### src/rtl/gshare_predictor.sv
// gshare_predictor: gshare direction predictor plus tagged BTB feeding the IF next-PC mux.
// Ports:
//   clk, reset_n                 clock, asynchronous active-low reset
//   fetch_pc                     PC in IF, looked up combinationally
//   pred_taken/pred_target       predicted direction (BTB hit and PHT taken) and next fetch address
//   pred_index                   PHT index of this lookup, carried down the pipe to EX
//   pc_sel                       00 pc+4, 01 pred_target, 10 EX redirect
//   update_*                     training from EX for each resolved control-flow instruction
module gshare_predictor #(
  parameter int ADDR_WIDTH = 32,
  parameter int GHR_WIDTH  = 5
) (
  input  logic                  clk,
  input  logic                  reset_n,
  input  logic [ADDR_WIDTH-1:0] fetch_pc,
  output logic                  pred_taken,
  output logic [ADDR_WIDTH-1:0] pred_target,
  output logic [GHR_WIDTH-1:0]  pred_index,
  output logic [1:0]            pc_sel,
  input  logic                  update_valid,
  input  logic [ADDR_WIDTH-1:0] update_pc,
  input  logic [GHR_WIDTH-1:0]  update_index,
  input  logic                  update_taken,
  input  logic [ADDR_WIDTH-1:0] update_target,
  input  logic                  update_mispredict
);
  localparam int N  = 1 << GHR_WIDTH;
  localparam int TW = ADDR_WIDTH - GHR_WIDTH - 2;

  logic [1:0]            r_pht    [N];
  logic [N-1:0]          r_valid;
  logic [TW-1:0]         r_tag    [N];
  logic [ADDR_WIDTH-1:0] r_target [N];
  logic [GHR_WIDTH-1:0]  r_ghr;

  logic [GHR_WIDTH-1:0]  w_fidx;
  logic [GHR_WIDTH-1:0]  w_uidx;
  logic [TW-1:0]         w_ftag;
  logic                  w_hit;
  logic [1:0]            w_cnt;
  logic [1:0]            w_cnt_next;

  assign w_fidx = fetch_pc[GHR_WIDTH+1:2];
  assign w_ftag = fetch_pc[ADDR_WIDTH-1:GHR_WIDTH+2];
  assign w_uidx = update_pc[GHR_WIDTH+1:2];
  assign w_hit  = r_valid[w_fidx] && (r_tag[w_fidx] == w_ftag);
  assign w_cnt  = r_pht[update_index];

  // saturating 2-bit counter step
  assign w_cnt_next = update_taken ? ((&w_cnt) ? 2'b11 : w_cnt + 2'b01)
                                   : ((|w_cnt) ? w_cnt - 2'b01 : 2'b00);

  // reset_n gating keeps the outputs quiet while the arrays are held in reset
  always_comb begin
    pred_index  = w_fidx ^ r_ghr;
    pred_taken  = reset_n && w_hit && r_pht[pred_index][1];
    pred_target = pred_taken ? r_target[w_fidx] : fetch_pc + ADDR_WIDTH'(4);
    pc_sel      = !reset_n ? 2'b00 :
                  (update_valid && update_mispredict) ? 2'b10 :
                  pred_taken ? 2'b01 : 2'b00;
  end

  always_ff @(posedge clk or negedge reset_n) begin
    if (!reset_n) begin
      for (int i = 0; i < N; i++) r_pht[i] <= 2'b01;
      r_valid <= '0;
      r_ghr   <= '0;
    end else if (update_valid) begin
      r_pht[update_index] <= w_cnt_next;
      if (update_taken) r_valid[w_uidx] <= 1'b1;
      r_ghr <= {r_ghr[GHR_WIDTH-2:0], update_taken};
    end
  end

  // tag/target payload is qualified by r_valid, so it needs no reset
  always_ff @(posedge clk) begin
    if (update_valid && update_taken) begin
      r_tag[w_uidx]    <= update_pc[ADDR_WIDTH-1:GHR_WIDTH+2];
      r_target[w_uidx] <= update_target;
    end
  end
endmodule

### config.mk
export PLATFORM = sky130hd
export DESIGN_NAME = gshare_predictor
export DESIGN_NICKNAME = d
export VERILOG_FILES = /design/src/rtl/gshare_predictor.sv
export SDC_FILE = /design/constraint.sdc
export NUM_CORES = 2
export LEC_CHECK = 0
export ABC_AREA = 1
export CAP_MARGIN = 20
export CORE_MARGIN = 5
export CORE_UTILIZATION = 62
export DETAILED_ROUTE_END_ITERATION = 10
export HOLD_SLACK_MARGIN = 0.15
export PLACE_DENSITY = 0.79
export RECOVER_POWER = 100
export SYNTH_ARGS = -nofsm -noshare
export SYNTH_HDL_FRONTEND = slang
export SYNTH_SLANG_ARGS = --single-unit
### constraint.sdc
create_clock -name clk -period 3 [get_ports clk]
set_clock_uncertainty 0.1 [all_clocks]
set_input_delay 0.3 -clock clk [delete_from_list [all_inputs] [get_ports clk]]
set_output_delay 0.3 -clock clk [all_outputs]
set_load 0.01 [all_outputs]
# [After elaboration in Yosys (flattened, before gate mapping)]
# Memories as Yosys holds them, arrays and structs flattened.
# Cells that the tools add are included.
# W data, S select, Z words.
[classes] n_eq_ne=1 muxes=22 magnitude_cmp=6 bitwise=4 n_addsub=3 n_reduce_logical=10
[ops] operator="$bwmux W64" count=1
[ops] operator="$add A32 B3 Y32 const B" count=1
[ops] operator="$mux W32" count=1
[ops] operator="$or A32 B32 Y32" count=1
[ops] operator="$eq A25 B25 Y1" count=1
[ops] operator="$bmux W2 S5" count=2
[ops] operator="$mux W2" count=10
[ops] operator="$ge A6 B6 Y1 const B" count=2
[ops] operator="$lt A5 B6 Y1 const B" count=2
[ops] operator="$not A5 Y6" count=2
[ops] operator="$demux W2 S5" count=1
[ops] operator="$logic_and A1 B1 Y1" count=7
[ops] operator="$lt A6 B1 Y1 const B" count=1
[ops] operator="$bmux W1 S5" count=1
[ops] operator="$demux W1 S5" count=1
[ops] operator="$ge A5 B1 Y1 const B" count=1
[ops] operator="$mux W1" count=5
[ops] operator="$xor A5 B5 Y5" count=1
[ops] operator="$reduce_and A2 Y1" count=2
[ops] operator="$add A2 B1 Y2 const B" count=1
[ops] operator="$reduce_or A2 Y1" count=1
[ops] operator="$sub A2 B1 Y2 const B" count=1
[word_totals] in_bits=106 ramBits=1824 memories=2 register_bits=101
[memory_table] memory="r_target" depth=32 width=32 read_ports=1 rd_clocked_by_memory_dff=0 wr=1 line_no="33" text="logic [ADDR_WIDTH-1:0] r_target [N];"
[memory_table] memory="r_tag" depth=32 width=25 read_ports=1 rd_clocked_by_memory_dff=0 wr=1 line_no="32" text="logic [TW-1:0] r_tag [N];"

# [Logic depth before layout (Yosys ltp)]
[logic_depth] ltp_word=9 depth_mapped=22 depth_no_buf=19

# [Least setup slack after synthesis]
# OpenSTA, ideal clock, no wires.
[synth_timing] path_type="input to register" from="input update_valid" to="memory r_tag[0][0] (netlist name), enable pin" n_path_buf=1 setup_slack_ns=-0.973 setup_time_ns=0.473 cell_stages=5 arrival_ns=3.400 required_time_ns=2.427 path_cell_list="clkbuf_1 > nand2_1 > inv_1 > nand3_1 > nor2_1"
[synth_via] elab_chain_cells=3
[synth_lines] element="start: declaration" line_no="20" text="input logic update_valid,"
[synth_lines] element="$logic_and A1 B1 Y1" line_no="77" text="if (update_valid && update_taken) begin"
[synth_lines] element="$mux W1" line_no="77"
[synth_lines] element="$mux W1 (not written as such)" line_no="78" text="r_tag[w_uidx] <= update_pc[ADDR_WIDTH-1:GHR_WIDTH+2];"
[synth_lines] element="end: declaration" line_no="32"
# No other way between the ends.

# [Worst setup path in the final report]
[layout_timing] from="register r_ghr[0]" to="output pred_target[10]"
[layout_via] elab_chain_cells=7
[layout_lines] element="start: declaration" line_no="34" text="logic [GHR_WIDTH-1:0] r_ghr;"
[layout_lines] element="start signal: assignment" line_no="71" text="r_ghr <= {r_ghr[GHR_WIDTH-2:0], update_taken};"
[layout_lines] element="$xor A5 B5 Y5" line_no="55" text="pred_index = w_fidx ^ r_ghr;"
[layout_lines] element="$not A5 Y6 (not written as such)" line_no="56" text="pred_taken = reset_n && w_hit && r_pht[pred_index][1];"
[layout_lines] element="$bmux W2 S5" line_no="56"
[layout_lines] element="$mux W2 (not written as such) (2 in series)" line_no="56"
[layout_lines] element="$logic_and A1 B1 Y1" line_no="56"
[layout_lines] element="$mux W32" line_no="57" text="pred_target = pred_taken ? r_target[w_fidx] : fetch_pc + ADDR_WIDTH'(4);"
[layout_lines] element="end: declaration" line_no="17" text="output logic [ADDR_WIDTH-1:0] pred_target,"
# No other way between the ends. The select of a mux whose other input is x is not followed.

==> impl_table.tex <==
\begin{tabular}{lr}
\hline
Metric & Value \\
\hline
\multicolumn{2}{l}{\textbf{Run status}} \\
\quad Status & finished, violations left \\
\quad Failing checks & max-capacitance violations, max-slew violations, negative setup slack \\
\multicolumn{2}{l}{\textbf{Worst hold path}} \\
\quad Min-Delay Path Depth & 3 \\
\quad Hold EP & r\_ghr[0]\$\_DFFE\_PN0P\_ \\
\quad Hold path startpoint & update\_taken \\
\quad Hold/Removal Path Class & in2reg \\
\multicolumn{2}{l}{\textbf{Worst setup path}} \\
\quad CP required & 2600 ps \\
\quad R2R setup slack & 320 ps \\
\quad Worst-path fanout max & 7 \\
\quad Crit start category & flip-flop \\
\quad Cell type group with the largest total delay on the critical path & simple AND/OR/NAND/NOR gates \\
\quad CP cell instances & inv\_2, nand2\_2, nand2\_2, buf\_12, buf\_12, nand2\_2, nand3\_2, nand3\_2, nand3\_2, nand2\_2, nand2\_4, nand2\_4, inv\_6, nand2\_4, nor2\_4, nand2\_4, nor2\_8, buf\_12, buf\_8, buf\_6, buf\_6, nand2\_2, o21ai\_2, buf\_2 \\
\quad Endpoint kind of the worst setup timing path & primary output \\
\quad Reg2Reg Launch Point & r\_pht[23]\$\_DFFE\_PN0P\_ \\
\quad Slowest cell on the critical path & dfrtp\_1 \\
\quad Buf/Inv on CP & 9 \\
\quad Reg2Reg Capture Point & r\_pht[1]\$\_DFFE\_PN0P\_ \\
\quad Arrival @ worst endpoint & 3480 ps \\
\quad Start-to-end type of the worst setup path & reg2out \\
\quad Most frequent cell on the critical path & nand2\_2 \\
\quad Register-to-Register Path Depth & 11 \\
\quad CP max stage delay & 400 ps \\
\multicolumn{2}{l}{\textbf{CTS}} \\
\quad Clock latency reported for the late side of the worst-skew pair & 840 ps \\
\quad Clock slew at reported path FFs & 60 ps \\
\quad Clk root buf & clkbuf\_16 \\
\quad Clock Path Buffers & 3 \\
\quad Number of buffers added by the clock tree synthesis step & 185 \\
\quad H-Tree Depth & 4 \\
\quad Total number of clock tree sinks & 1925 \\
\quad Clock tree from TritonCTS & built \\
\multicolumn{2}{l}{\textbf{Floorplan}} \\
\quad DIE AREA & 0.1347 mm\^{}2 \\
\quad Number of placed I/O pins & 146 \\
\quad Core box area & 0.1270 mm\^{}2 \\
\quad Initial core utilization & 62.19\% \\
\quad Die Height & 367.0 um \\
\quad X dimension of the die & 367.0 um \\
\quad Rows & 131 \\
\multicolumn{2}{l}{\textbf{Placement}} \\
\quad Port Buf Inserts & 143 \\
\quad Detailed-placement wirelength estimate & 142.1 mm \\
\quad Routability-driven placement congestion ratio & 0.9942 \\
\quad Setup WS pre-CTS & -1344 ps \\
\multicolumn{2}{l}{\textbf{Timing}} \\
\quad Smallest setup slack after layout & -881.7 ps \\
\quad Worst-case headroom to the max-slew limit & -13.99\% \\
\quad RSZ-0062 raised after global routing & true \\
\quad Max-slew violation count & 165 \\
\quad Minimum clock period & 3882 ps \\
\quad Slew @ Worst Pin & 1710 ps \\
\quad Number of endpoints failing setup at the final stage & 55 \\
\quad Share of the clock period used by the worst path & 129.4\% \\
\quad Max Freq & 257.6 MHz \\
\quad Final Hold Violating Endpoints & 0 \\
\multicolumn{2}{l}{\textbf{Detailed routing}} \\
\quad Post-DRT Antenna Nets & 0 \\
\quad Vias per cell & 6.416 \\
\quad DRT Pass-1 Iters & 9 \\
\quad Vias after detailed routing & 58.02k \\
\quad Remaining design rule violation count & 0 \\
\quad Drt total wl & 246.1 mm \\
\quad Detailed-route wire length per cell & 27.21 um \\
\quad Number of violations reported at the end of detailed-routing iteration 0 & 9180 \\
\multicolumn{2}{l}{\textbf{Global routing}} \\
\quad Initial antenna violation count & 23 \\
\quad Wire length of the first global-routing pass & 355.8 mm \\
\quad Largest net degree at the start of global routing & 171 \\
\quad All-Layer GR Usage & 35.80\% \\
\quad Overall overflow remaining after global route & 0 \\
\quad Via count of the first global-routing pass & 55.48k \\
\multicolumn{2}{l}{\textbf{Finish}} \\
\quad Synth-to-layout area growth & 16.64\% \\
\quad Ratio of cells with drive above 1 in the final layout & 13.98\% \\
\quad Final core occ & 72.55\% \\
\quad Leading cell type in the layout, fill and taps excluded & edfxtp\_1 \\
\quad Commonest non-fill, non-tap cells in the layout & edfxtp\_1 (1824), nand2\_1 (1403), nor2\_1 (967), o21ai\_0 (695), nand3\_1 (451) \\
\quad Nets & 7328 \\
\multicolumn{2}{l}{\textbf{Logic synthesis}} \\
\quad Average cell area after synthesis & 11.77 um\^{}2 \\
\quad Share of synthesized area occupied by flip-flops and latches & 72.58\% \\
\quad Synthesized instance count & 6714 \\
\quad Synth warn & 0 \\
\quad Share of async-settable or async-resettable flops after synthesis & 5.247\% \\
\quad Cells taking the most area after synthesis & edfxtp\_1 (69\%), nand2\_1 (6.9\%), nor2\_1 (4.7\%) \\
\quad Synthesis-stage register bit count & 1925 \\
\quad Cell accounting for the most synthesized area & edfxtp\_1 \\
\quad Mapped Nets & 6821 \\
\quad Cell area after synthesis & 0.07900 mm\^{}2 \\
\quad Main synth FF type & edfxtp\_1 \\
\quad Share of the synthesized area in the top cell type & 69.33\% \\
\quad Post-synth cell types & 47 \\
\quad Number of synthesized flops with an enable pin & 1824 \\
\multicolumn{2}{l}{\textbf{Power and ir drop}} \\
\quad Power density over cell area & 633.4 mW/mm\^{}2 \\
\quad Leak pwr & 33.27 nW \\
\quad Maximum VDD drop & 700.4 uV \\
\multicolumn{2}{l}{\textbf{Job}} \\
\quad Max-cap viol count & 5 \\
\hline
\end{tabular}
==> power breakdown <==
| part | switching [mW] | total [mW] | internal [mW] |
|---|---|---|---|
| sequential | 0.198 | 30.1 | 29.9 |
| clock | 10.1 | 23.2 | 13.0 |
| combinational | 3.35 | 5.08 | 1.73 |
| total | 13.7 | 58.4 | 44.7 |
==> worst min-delay path: cells and delay by family <==
kind / cells / cell delay [ps]
compound gates: 1 / 80
simple gates: 1 / 150
buf+inv: 1 / 530
==> routing by layer <==
layer | wire [um] | GRT usage [%] | vias to the layer above
li1 | - | - | 24830
met1 | 85130 | 48.21 | 27860
met2 | 111300 | 54.95 | 4463
met3 | 37150 | 10.75 | 862
met4 | 12480 | 15.56 | 14
met5 | 94 | 0 | -
==> through the flow <==
stage	hold WS (ps)	area (um^2)	cells	total power, mW	setup TNS, ps
after floorplan	-95.59	79080	6714	32.97	-291510
final	182.0	92150	9044	58.37	-29160
after global routing	174.9	92120	9032	59.96	-32910
after global placement	200.3	86540	8666	35.38	-38020
after CTS	151.3	92910	9027	58.25	-26440
after detailed placement	196.2	86540	8666	35.49	-37050
==> worst max path at each step <==
stage	to	from	slack (ps)	depth (start not counted)
finish	pred_target[10]	r_ghr[0]$_DFFE_PN0P_	-880	24
global route	pred_target[10]	r_ghr[0]$_DFFE_PN0P_	-1010	24
CTS	pred_target[10]	r_ghr[0]$_DFFE_PN0P_	-840	24
detailed placement	pred_target[26]	fetch_pc[5]	-1340	15
global placement	pred_target[26]	fetch_pc[5]	-1400	15
floorplan	r_tag[0][0]$_DFFE_PP_	update_valid	-160	5
==> kinds of logic after synthesis <==
logic type               share of synthesized area (%)
AND/OR/NAND/NOR                                  15.41
adder cells (fa/ha/maj)                        0.01583
flip-flops                                       72.58
buffers and inverters                            3.342
AO/OA/AOI/OAI                                    8.289
XOR/XNOR                                        0.3658
==> cells in the mapped netlist (14+ instances only) <==
library cell  instances
xor2_1               28
a21oi_1              97
edfxtp_1           1824
o21ai_1              16
nor3_1               36
dfrtp_1              69
clkbuf_1            214
o221ai_1             53
a31oi_1              37
or2_2                33
o22ai_1             179
nand2_1            1448
buf_2                87
buf_1                28
o21ai_0             700
dfstp_2              32
buf_6                23
a211oi_1             14
nand3_1             483
a22oi_1              32
nor2_1              980
inv_1               169
buf_4                50
==> registers in the layout (all words and copies together) (netlist names) <==
| signal | flops |
|---|---|
| r_valid | 32 |
| r_target | 1024 |
| r_ghr | 5 |
| r_pht | 64 |
| r_tag | 800 |
==> area by class of cell <==
type / count / area, um^2
sequential: 1925 / 57340
fill: 8019 / 34870
multi-input combinational: 4212 / 19570
timing repair buffer: 722 / 6489
clock buffer: 246 / 4952
tap: 1662 / 2079
clock inverter: 88 / 975.9
inverter: 175 / 716.9
antenna: 14 / 35.03
==> what timing repair did <==
action                                  4_1_cts  5_1_grt
gates resized for setup                     214       90
endpoints found under the hold margin       146        0
pin swaps                                    26       21
buffers inserted                             18        5
hold buffers                                  8        0
gates cloned                                  2        0
endpoints found under the setup margin       34       34
(Power assumes the default switching activity.)
